## config.mk

```make
export PLATFORM = sky130hd
export DESIGN_NAME = orion_pro_video
export DESIGN_NICKNAME = d
export VERILOG_FILES = /design/src/rtl/orion_video_pkg.sv /design/src/rtl/orion_video_timing.sv /design/src/rtl/orion_pro_video.sv
export SDC_FILE = /design/constraint.sdc
export NUM_CORES = 1
export LEC_CHECK = 0
export BUFFER_PORTS_ARGS = -buffer_cell sky130_fd_sc_hd__clkbuf_2
export CELL_PAD_IN_SITES_DETAIL_PLACEMENT = 1
export CELL_PAD_IN_SITES_GLOBAL_PLACEMENT = 2
export CORE_MARGIN = 8
export CORE_UTILIZATION = 38
export DETAILED_ROUTE_END_ITERATION = 8
export PLACE_DENSITY = 0.87
export SYNTH_ARGS = -nofsm -noshare
export SYNTH_HDL_FRONTEND = slang
export SYNTH_HIERARCHICAL = 1
export SYNTH_SLANG_ARGS = --single-unit
export TNS_END_PERCENT = 1
```

## constraint.sdc

```tcl
create_clock -name i_clk -period 4.9 [get_ports i_clk]
set_clock_uncertainty 0.15 [all_clocks]
set_input_delay 0.49 -clock i_clk [delete_from_list [all_inputs] [get_ports i_clk]]
set_output_delay 0.49 -clock i_clk [all_outputs]
set_load 0.03 [all_outputs]
```

## src/rtl/orion_video_pkg.sv

```systemverilog
// Shared constants and types for the Orion-Pro raster video engine.
//   - Default raster timing (pixels / lines) and interrupt width.
//   - Bitplane RAM segments, cell width, counter widths.
//   - Display mode and fetch FSM state enums.
package orion_video_pkg;

  localparam int DEF_H_ACTIVE     = 384;
  localparam int DEF_H_TOTAL      = 640;
  localparam int DEF_H_SYNC_START = 416;
  localparam int DEF_H_SYNC_LEN   = 64;
  localparam int DEF_V_ACTIVE     = 256;
  localparam int DEF_V_TOTAL      = 312;
  localparam int DEF_V_SYNC_START = 272;
  localparam int DEF_V_SYNC_LEN   = 4;
  localparam int DEF_INT_LEN      = 128;

  localparam logic [4:0] DEF_P0_SEG = 5'h00;
  localparam logic [4:0] DEF_P1_SEG = 5'h01;

  localparam int CELL_W = 8;
  localparam int HCNT_W = 10;
  localparam int VCNT_W = 9;
  localparam int INT_W  = 16;

  typedef enum logic [2:0] {
    MODE_MONO  = 3'd0,
    MODE_BLANK = 3'd1,
    MODE_C4    = 3'd2,
    MODE_C16   = 3'd3
  } mode_e;

  typedef enum logic [1:0] {
    FS_IDLE   = 2'd0,
    FS_REQ_P0 = 2'd1,
    FS_REQ_P1 = 2'd2,
    FS_DONE   = 2'd3
  } fetch_e;

endpackage

```

## src/rtl/orion_video_timing.sv

```systemverilog
// Raster timing for the Orion-Pro video engine.
//   i_clk, i_reset_n (sync, active low), i_pix_ce (pixel tick), i_int_en
//   o_hcnt/o_vcnt : raster position of the pixel processed on the next tick
//   o_vis         : that position is inside the visible area (combinational)
//   o_hsync_n, o_vsync_n, o_de : registered, describe the pixel just ticked
//   o_frame_end   : one-clock pulse on the tick entering the vsync line
//   o_int_n       : frame interrupt, low for INT_LEN ticks when enabled
module orion_video_timing
  import orion_video_pkg::*;
#(
  parameter int H_ACTIVE     = DEF_H_ACTIVE,
  parameter int H_TOTAL      = DEF_H_TOTAL,
  parameter int H_SYNC_START = DEF_H_SYNC_START,
  parameter int H_SYNC_LEN   = DEF_H_SYNC_LEN,
  parameter int V_ACTIVE     = DEF_V_ACTIVE,
  parameter int V_TOTAL      = DEF_V_TOTAL,
  parameter int V_SYNC_START = DEF_V_SYNC_START,
  parameter int V_SYNC_LEN   = DEF_V_SYNC_LEN,
  parameter int INT_LEN      = DEF_INT_LEN
) (
  input  logic              i_clk,
  input  logic              i_reset_n,
  input  logic              i_pix_ce,
  input  logic              i_int_en,
  output logic [HCNT_W-1:0] o_hcnt,
  output logic [VCNT_W-1:0] o_vcnt,
  output logic              o_vis,
  output logic              o_hsync_n,
  output logic              o_vsync_n,
  output logic              o_de,
  output logic              o_frame_end,
  output logic              o_int_n
);

  localparam logic [HCNT_W-1:0] H_ACT  = HCNT_W'(H_ACTIVE);
  localparam logic [HCNT_W-1:0] H_LAST = HCNT_W'(H_TOTAL - 1);
  localparam logic [HCNT_W-1:0] H_SS   = HCNT_W'(H_SYNC_START);
  localparam logic [HCNT_W-1:0] H_SE   = HCNT_W'(H_SYNC_START + H_SYNC_LEN);
  localparam logic [VCNT_W-1:0] V_ACT  = VCNT_W'(V_ACTIVE);
  localparam logic [VCNT_W-1:0] V_LAST = VCNT_W'(V_TOTAL - 1);
  localparam logic [VCNT_W-1:0] V_SS   = VCNT_W'(V_SYNC_START);
  localparam logic [VCNT_W-1:0] V_SE   = VCNT_W'(V_SYNC_START + V_SYNC_LEN);
  localparam logic [INT_W-1:0]  I_LEN  = INT_W'(INT_LEN);

  logic [HCNT_W-1:0] hcnt_q, hcnt_d;
  logic [VCNT_W-1:0] vcnt_q, vcnt_d;
  logic [INT_W-1:0]  int_cnt_q, int_cnt_d;
  logic hsync_n_q, hsync_n_d, vsync_n_q, vsync_n_d, de_q, de_d;
  logic frame_end_q, frame_end_d, int_n_q, int_n_d;

  always_comb begin
    hcnt_d      = hcnt_q;
    vcnt_d      = vcnt_q;
    hsync_n_d   = hsync_n_q;
    vsync_n_d   = vsync_n_q;
    de_d        = de_q;
    frame_end_d = 1'b0;
    int_cnt_d   = int_cnt_q;
    if (i_pix_ce) begin
      hsync_n_d = !(hcnt_q >= H_SS && hcnt_q < H_SE);
      vsync_n_d = !(vcnt_q >= V_SS && vcnt_q < V_SE);
      de_d      = (hcnt_q < H_ACT) && (vcnt_q < V_ACT);
      if (int_cnt_q != '0) int_cnt_d = int_cnt_q - 1'b1;
      if (hcnt_q == H_LAST) begin
        hcnt_d      = '0;
        vcnt_d      = (vcnt_q == V_LAST) ? '0 : vcnt_q + 1'b1;
        frame_end_d = (vcnt_d == V_SS);
      end else begin
        hcnt_d = hcnt_q + 1'b1;
      end
      if (frame_end_d) int_cnt_d = I_LEN;
    end
    // Dropping the enable kills any interrupt still in progress.
    if (!i_int_en) int_cnt_d = '0;
    int_n_d = (int_cnt_d == '0);
  end

  always_ff @(posedge i_clk) begin
    if (!i_reset_n) begin
      hcnt_q      <= '0;
      vcnt_q      <= '0;
      int_cnt_q   <= '0;
      hsync_n_q   <= 1'b1;
      vsync_n_q   <= 1'b1;
      de_q        <= 1'b0;
      frame_end_q <= 1'b0;
      int_n_q     <= 1'b1;
    end else begin
      hcnt_q      <= hcnt_d;
      vcnt_q      <= vcnt_d;
      int_cnt_q   <= int_cnt_d;
      hsync_n_q   <= hsync_n_d;
      vsync_n_q   <= vsync_n_d;
      de_q        <= de_d;
      frame_end_q <= frame_end_d;
      int_n_q     <= int_n_d;
    end
  end

  assign o_hcnt      = hcnt_q;
  assign o_vcnt      = vcnt_q;
  assign o_vis       = (hcnt_q < H_ACT) && (vcnt_q < V_ACT);
  assign o_hsync_n   = hsync_n_q;
  assign o_vsync_n   = vsync_n_q;
  assign o_de        = de_q;
  assign o_frame_end = frame_end_q;
  assign o_int_n     = int_n_q;

endmodule

```

## src/rtl/orion_pro_video.sv

```systemverilog
// Orion-Pro raster video engine.
//   Fetches two bitplane bytes per 8-pixel cell over a req/ack RAM port,
//   one cell ahead of display, and serialises them into 4-bit RGBI.
//   i_clk, i_reset_n (sync, active low), i_pix_ce (pixel tick)
//   i_video_mode, i_screen_mode, i_colors_pseudo, i_int_en : CPU registers
//   o_vram_req/o_vram_addr, i_vram_ack/i_vram_data          : fetch port
//   o_rgbi, o_hsync_n, o_vsync_n, o_de                     : display path
//   o_int_n, o_frame_end                                    : frame interrupt
//   o_underrun : sticky, a cell's fetch had not finished at its load
module orion_pro_video
  import orion_video_pkg::*;
#(
  parameter int         H_ACTIVE     = DEF_H_ACTIVE,
  parameter int         H_TOTAL      = DEF_H_TOTAL,
  parameter int         H_SYNC_START = DEF_H_SYNC_START,
  parameter int         H_SYNC_LEN   = DEF_H_SYNC_LEN,
  parameter int         V_ACTIVE     = DEF_V_ACTIVE,
  parameter int         V_TOTAL      = DEF_V_TOTAL,
  parameter int         V_SYNC_START = DEF_V_SYNC_START,
  parameter int         V_SYNC_LEN   = DEF_V_SYNC_LEN,
  parameter int         INT_LEN      = DEF_INT_LEN,
  parameter logic [4:0] P0_SEG       = DEF_P0_SEG,
  parameter logic [4:0] P1_SEG       = DEF_P1_SEG
) (
  input  logic        i_clk,
  input  logic        i_reset_n,
  input  logic        i_pix_ce,
  input  logic [4:0]  i_video_mode,
  input  logic [7:0]  i_screen_mode,
  input  logic [7:0]  i_colors_pseudo,
  input  logic        i_int_en,
  output logic        o_vram_req,
  output logic [20:0] o_vram_addr,
  input  logic        i_vram_ack,
  input  logic [7:0]  i_vram_data,
  output logic [3:0]  o_rgbi,
  output logic        o_hsync_n,
  output logic        o_vsync_n,
  output logic        o_de,
  output logic        o_int_n,
  output logic        o_frame_end,
  output logic        o_underrun
);

  // Last fetch start inside a line is for cell 47 (during cell 46); cell 0
  // of the next line is fetched during the last cell slot of this line.
  localparam logic [HCNT_W-1:0] H_LAST_START = HCNT_W'(H_ACTIVE - 2 * CELL_W);
  localparam logic [HCNT_W-1:0] H_PRE        = HCNT_W'(H_TOTAL - CELL_W);
  localparam logic [VCNT_W-1:0] V_LAST       = VCNT_W'(V_TOTAL - 1);
  localparam logic [VCNT_W-1:0] V_ACT        = VCNT_W'(V_ACTIVE);

  logic [HCNT_W-1:0] hcnt;
  logic [VCNT_W-1:0] vcnt;
  logic              vis;

  orion_video_timing #(
    .H_ACTIVE(H_ACTIVE), .H_TOTAL(H_TOTAL),
    .H_SYNC_START(H_SYNC_START), .H_SYNC_LEN(H_SYNC_LEN),
    .V_ACTIVE(V_ACTIVE), .V_TOTAL(V_TOTAL),
    .V_SYNC_START(V_SYNC_START), .V_SYNC_LEN(V_SYNC_LEN),
    .INT_LEN(INT_LEN)
  ) u_timing (
    .i_clk      (i_clk),
    .i_reset_n  (i_reset_n),
    .i_pix_ce   (i_pix_ce),
    .i_int_en   (i_int_en),
    .o_hcnt     (hcnt),
    .o_vcnt     (vcnt),
    .o_vis      (vis),
    .o_hsync_n  (o_hsync_n),
    .o_vsync_n  (o_vsync_n),
    .o_de       (o_de),
    .o_frame_end(o_frame_end),
    .o_int_n    (o_int_n)
  );

  logic unused_regs;
  assign unused_regs = ^{i_video_mode[4:3], i_screen_mode[7:2]};

  // ---------------------------------------------------------------- state
  fetch_e      state_q, state_d;
  logic [1:0]  page_q, page_d;
  logic [15:0] base_q, base_d;       // {~page, cell, row}
  logic [7:0]  hold_p0_q, hold_p0_d, hold_p1_q, hold_p1_d;
  logic        valid_q, valid_d;
  logic        underrun_q, underrun_d;
  logic        req_q, req_d;
  logic [20:0] addr_q, addr_d;
  logic [7:0]  sh_p0_q, sh_p0_d, sh_p1_q, sh_p1_d;
  mode_e       mode_q, mode_d;
  logic        blank_q, blank_d;
  logic [3:0]  rgbi_q, rgbi_d;

  // ------------------------------------------------------------ scheduling
  logic [VCNT_W-1:0] vnext;
  logic              boundary, fetch_start;
  logic [5:0]        start_cell;
  logic [7:0]        start_row;

  always_comb begin
    vnext       = (vcnt == V_LAST) ? '0 : vcnt + 1'b1;
    boundary    = i_pix_ce && vis && (hcnt[2:0] == 3'd0);
    fetch_start = i_pix_ce &&
                  ((vis && hcnt[2:0] == 3'd0 && hcnt <= H_LAST_START) ||
                   (hcnt == H_PRE && vnext < V_ACT));
    start_cell  = (hcnt == H_PRE) ? 6'd0 : hcnt[8:3] + 6'd1;
    start_row   = (hcnt == H_PRE) ? vnext[7:0] : vcnt[7:0];
    page_d      = (i_pix_ce && hcnt == '0 && vcnt == '0) ? i_screen_mode[1:0] : page_q;
  end

  // ------------------------------------------------------------- fetch FSM
  logic       ready;   // cell data available for a load on this tick
  logic [7:0] p1_now;  // plane-1 byte, bypassing the holding reg on its ack

  always_comb begin
    state_d    = state_q;
    base_d     = base_q;
    hold_p0_d  = hold_p0_q;
    hold_p1_d  = hold_p1_q;
    valid_d    = valid_q;
    underrun_d = underrun_q;
    ready      = valid_q;
    p1_now     = hold_p1_q;
    case (state_q)
      FS_REQ_P0: if (i_vram_ack) begin
        hold_p0_d = i_vram_data;
        state_d   = FS_REQ_P1;
      end
      FS_REQ_P1: if (i_vram_ack) begin
        hold_p1_d = i_vram_data;
        p1_now    = i_vram_data;
        ready     = 1'b1;
        state_d   = FS_DONE;
      end
      FS_DONE: begin
        ready   = 1'b1;
        valid_d = 1'b1;
        state_d = FS_IDLE;
      end
      default: ;
    endcase
    // A load consumes finished data; an unfinished fetch is stale and is
    // dropped. With no fetch outstanding at all (first cell after reset)
    // the cell is blanked but nothing was late, so no underrun.
    if (boundary) begin
      valid_d = 1'b0;
      if (!ready && state_q != FS_IDLE) underrun_d = 1'b1;
      state_d = FS_IDLE;
    end
    if (fetch_start) begin
      state_d = FS_REQ_P0;
      base_d  = {~page_d, start_cell, start_row};
    end
    req_d  = (state_d == FS_REQ_P0) || (state_d == FS_REQ_P1);
    addr_d = {(state_d == FS_REQ_P1) ? P1_SEG : P0_SEG, base_d};
  end

  // -------------------------------------------------------- pixel pipeline
  logic [7:0] src_p0, src_p1;
  mode_e      mode_cur;
  logic       blank_cur;
  logic [3:0] colour;

  always_comb begin
    src_p0    = sh_p0_q;
    src_p1    = sh_p1_q;
    mode_cur  = mode_q;
    blank_cur = blank_q;
    if (boundary) begin
      mode_cur  = mode_e'(i_video_mode[2:0]);
      blank_cur = !ready;
      src_p0    = ready ? hold_p0_q : 8'h00;
      src_p1    = ready ? p1_now : 8'h00;
    end
    case (mode_cur)
      MODE_MONO: colour = src_p0[7] ? i_colors_pseudo[7:4] : i_colors_pseudo[3:0];
      MODE_C4:   colour = {src_p1[7], 1'b0, src_p0[7], 1'b1};
      MODE_C16:  colour = src_p0[7] ? src_p1[7:4] : src_p1[3:0];
      default:   colour = 4'h0;
    endcase
    sh_p0_d = sh_p0_q;
    sh_p1_d = sh_p1_q;
    mode_d  = mode_q;
    blank_d = blank_q;
    rgbi_d  = rgbi_q;
    if (i_pix_ce) begin
      rgbi_d  = (vis && !blank_cur) ? colour : 4'h0;
      sh_p0_d = {src_p0[6:0], 1'b0};
      // Plane 1 is a per-pixel bitplane only in four-colour mode; in
      // sixteen-colour mode it is the cell's fg/bg pair and stays put.
      sh_p1_d = (mode_cur == MODE_C4) ? {src_p1[6:0], 1'b0} : src_p1;
      mode_d  = mode_cur;
      blank_d = blank_cur;
    end
  end

  always_ff @(posedge i_clk) begin
    if (!i_reset_n) begin
      state_q    <= FS_IDLE;
      page_q     <= 2'd0;
      base_q     <= '0;
      hold_p0_q  <= '0;
      hold_p1_q  <= '0;
      valid_q    <= 1'b0;
      underrun_q <= 1'b0;
      req_q      <= 1'b0;
      addr_q     <= '0;
      sh_p0_q    <= '0;
      sh_p1_q    <= '0;
      mode_q     <= MODE_MONO;
      blank_q    <= 1'b1;
      rgbi_q     <= 4'h0;
    end else begin
      state_q    <= state_d;
      page_q     <= page_d;
      base_q     <= base_d;
      hold_p0_q  <= hold_p0_d;
      hold_p1_q  <= hold_p1_d;
      valid_q    <= valid_d;
      underrun_q <= underrun_d;
      req_q      <= req_d;
      addr_q     <= addr_d;
      sh_p0_q    <= sh_p0_d;
      sh_p1_q    <= sh_p1_d;
      mode_q     <= mode_d;
      blank_q    <= blank_d;
      rgbi_q     <= rgbi_d;
    end
  end

  assign o_vram_req  = req_q;
  assign o_vram_addr = addr_q;
  assign o_underrun  = underrun_q;
  assign o_rgbi      = rgbi_q;

endmodule

```

==> results.py <==
metrics = {
    "setup_path": {
        "path_max_fanout": 22,
        "required_ns": 5.00,
        "worst_ep_arrival_time_ns": 3.22,
        "path_cells": "a211oi_1 > and2_1 > nand2_1 > nand2_1 > o21ai_0 > mux2_4 > a221o_1",
        "rrSetupSlack_ns": 1.78,
        "critical_path_class": "flip-flop to flip-flop",
        "crit_top_cell": "nand2_1",
        "cp-start-kind": "flip-flop",
        "path_buf_inv": 0,
        "end_kind": "flip-flop",
        "r2r-end": "o_rgbi[1]",
        "slowest_stage": "a211oi_1",
        "worstReg2RegStart": "u_timing/o_hcnt[8]",
        "cpPeakStageDelay_ns": 0.69,
        "crit_family": "compound AO/OA/AOI/OAI gates",
        "r2r_cells": 7,
    },
    "timing": {
        "fin_crit_sh_pct": 63.6,
        "worstMarginPinSlew_ns": 0.824,
        "setup_violations": 0,
        "grt_setup_unrepaired": "false",
        "setup_tns_ns": 0,
        "post-route-min-period_ns": 3.12,
        "relSlewSlack_pct": 45.0,
        "slew_viol_final": 0,
        "finalHoldViolCount": 0,
        "max_freq_ghz": 0.321,
    },
    "grt": {
        "track_usage_pct": 16.7,
        "grt_pass1_vias": 5108,
        "grt_pass1_wl_mm": 25.2,
        "overflow": 0,
        "antenna_found_initial": 0,
        "grt_max_degree": 42,
    },
    "cells_and_area": {
        "nets": 731,
        "n_antenna_cell": 0,
        "final_common_cell": "dfxtp_1",
        "area_growth_pct": 11.1,
        "most-common-layout-cells": "103 x dfxtp_1, 94 x nand2_1, 53 x clkbuf_2, 48 x nor2_1, 32 x nand3_1",
        "drive_gt1_share_pct": 13.7,
    },
    "routing": {
        "drt_iter0_drc": 246,
        "wirelength_mm": 14.9,
        "vias": 4805,
        "drtAntennaViolNets": 0,
        "drt_first_pass_iters": 4,
        "wire_per_inst_microns": 17.0,
        "viasPerCell": 5.49,
        "route.detailed.drc": 0,
    },
    "power_and_ir_drop": {
        "p_sw_share_pct": 35.9,
        "power_density_nw_per_um2": 403,
        "switching_power_mw": 0.884,
        "finalPower_mw": 2.46,
        "seq_power_share_pct": 39.5,
        "p_int_mw": 1.58,
        "p_clk_share_pct": 27.7,
        "p_leak_nw": 2.46,
        "combPwrFrac_pct": 32.7,
        "ir_drop_v": 0.000166,
    },
    "floorplan": {
        "coreArea_sq_um": 14300,
        "die_w_microns": 136,
        "initial_core_util_pct": 38.4,
        "die_h_microns": 136,
        "dieArea_sq_um": 18600,
        "rows": 44,
        "ios": 66,
    },
    "worst_hold_path": {
        "min_from": "i_vram_data[3]",
        "min_path_type": "input port to flip-flop",
        "min_to": "hold_p1_q[3]",
        "whs_path_depth": 3,
    },
    "synthesis": {
        "ys_ff_latch": 103,
        "yosys.cell_types.count": 75,
        "synth_top_area_share_pct": 37.5,
        "netlist_area_sq_um": 5500,
        "ys_top_cells_by_area": "dfxtp_1 37%, nand2_1 6.4%, mux2i_1 4.7%, nor2b_1 3.4%, nor2_1 3.3%",
        "synth_flop_cell": "dfxtp_1",
        "ys_warn_count": 6,
        "synth_top_area_cell": "dfxtp_1",
        "ys_seq_area_share_pct": 37.5,
        "synth_area_per_cell_sq_um": 8.42,
        "synth-edff-count": 0,
        "syn_inst": 653,
        "synthArstFlopShare_pct": 0,
    },
    "cts": {
        "cts_max_path_buffers": 2,
        "ctsResizeCount": 0,
        "cts_buffers": 9,
        "cts_root_buffer": "clkbuf_16",
        "clk_latency_ns": 0.36,
        "holdBufCountCts": 0,
        "post_cts_buffers": 0,
        "cts_tree": "yes",
        "cts_sinks": 103,
        "clk_pin_slew_ns": 0.07,
        "cts_htree_levels": 3,
    },
    "placed_design": {
        "dp_hpwl_mm": 10.9,
        "gp_congestion": 0.782,
        "io_buffers": 53,
    },
    "flow_run": {
        "cap_violations": 0,
    },
    "run_status": {
        "status": "completed",
    },
}
sequential cells by signal (all words and copies together), names as in the netlist:
| register | flops |
|---|---|
| blank_q | 1 |
| hold_p1_q | 8 |
| state_q | 2 |
| base_q | 15 |
| o_underrun | 1 |
| u_timing/o_hcnt | 10 |
| u_timing/o_hsync_n | 1 |
| sh_p0_q | 7 |
| u_timing/o_int_n | 1 |
| o_rgbi | 4 |
| page_q | 2 |
| o_vram_addr | 2 |
| u_timing/o_vsync_n | 1 |
| u_timing/int_cnt_q | 16 |
| u_timing/o_frame_end | 1 |
| sh_p1_q | 8 |
| valid_q | 1 |
| o_vram_req | 1 |
| u_timing/o_vcnt | 9 |
| mode_q | 3 |
| u_timing/o_de | 1 |
| hold_p0_q | 8 |
how the worst max path moves through the flow:
| stage | startpoint | endpoint | slack (ns) | cells past startpoint |
|---|---|---|---|---|
| floorplan | u_timing/o_vcnt[0] | o_vram_req | 2.53 | 10 |
| global placement | i_pix_ce | o_vram_req | 1.69 | 9 |
| detailed placement | i_pix_ce | o_vram_req | 1.66 | 9 |
| CTS | u_timing/o_hcnt[8] | o_rgbi[1] | 1.77 | 7 |
| global route | u_timing/o_hcnt[8] | o_rgbi[1] | 1.52 | 7 |
| finish | u_timing/o_hcnt[8] | o_rgbi[1] | 1.78 | 7 |
cell type report:
cell class	instances	area (sq um)
inverters	15	56.3
clock buffers	10	229
well taps	184	230
flip-flops and latches	103	2060
repair buffers	56	288
clock inverters	6	43.8
fillers	1731	8200
multi-input cells	501	3200
routing by layer:
metal / GRT usage, % / part of all wire, % / vias up
li1: - / - / 2365
met1: 20.7 / 47 / 2349
met2: 28.3 / 48 / 73
met3: 2.70 / 3.0 / 18
met4: 6.83 / 1.8 / 0
met5: 0 / 0 / -
synth_stat cells (all sizes together), types with 5 or more instances:
master	instances
a211oi	5
a21boi	24
a21oi	27
a31oi	5
and2	14
and3	8
buf	19
clkbuf	18
dfxtp	103
ha	11
inv	15
mux2i	26
nand2	94
nand3	32
nand4	9
nor2	49
nor2b	30
nor3	14
nor4	15
nor4b	5
o21ai	30
o221ai	6
xnor2	19
xor2	17
tightest hold or removal path, cell delays in order:
cell and delay (ns):
clkbuf_2 0.10, nand2_1 0.05, a21boi_0 0.06
power groups by stage:
| stage | clock [mW] | combinational [mW] | sequential, mW |
|---|---|---|---|
| floorplan | 0 | 0.648 | 0.989 |
| global placement | 0 | 0.779 | 0.987 |
| detailed placement | 0 | 0.807 | 0.993 |
| CTS | 0.707 | 0.813 | 0.974 |
| global route | 0.742 | 0.898 | 0.984 |
| finish | 0.683 | 0.806 | 0.974 |
kinds of logic after synthesis:
logic type | synth area share, %
AOI/OAI and AO/OA | 16.8
other | 0.0682
DFF | 37.5
muxes | 5.00
xor gates and xnor gates | 5.73
buffers and inverters | 4.46
adders and majority gates | 2.50
and+or+nand+nor | 28.0
per-stage QoR:
stage	worst slack, ns	instance area (sq um)	hold WS (ns)	util (%)	std cells
2_1_floorplan	2.53	5510	0.293	-	656
3_3_place_gp	1.69	5840	0.293	40.8	859
3_5_place_dp	1.66	5840	0.302	40.8	859
4_1_cts	1.77	6110	0.238	42.7	875
5_1_grt	1.52	6110	0.253	42.7	875
6_report	1.78	6110	0.251	42.7	875
No activity file was read; power rests on OpenSTA's default activity.
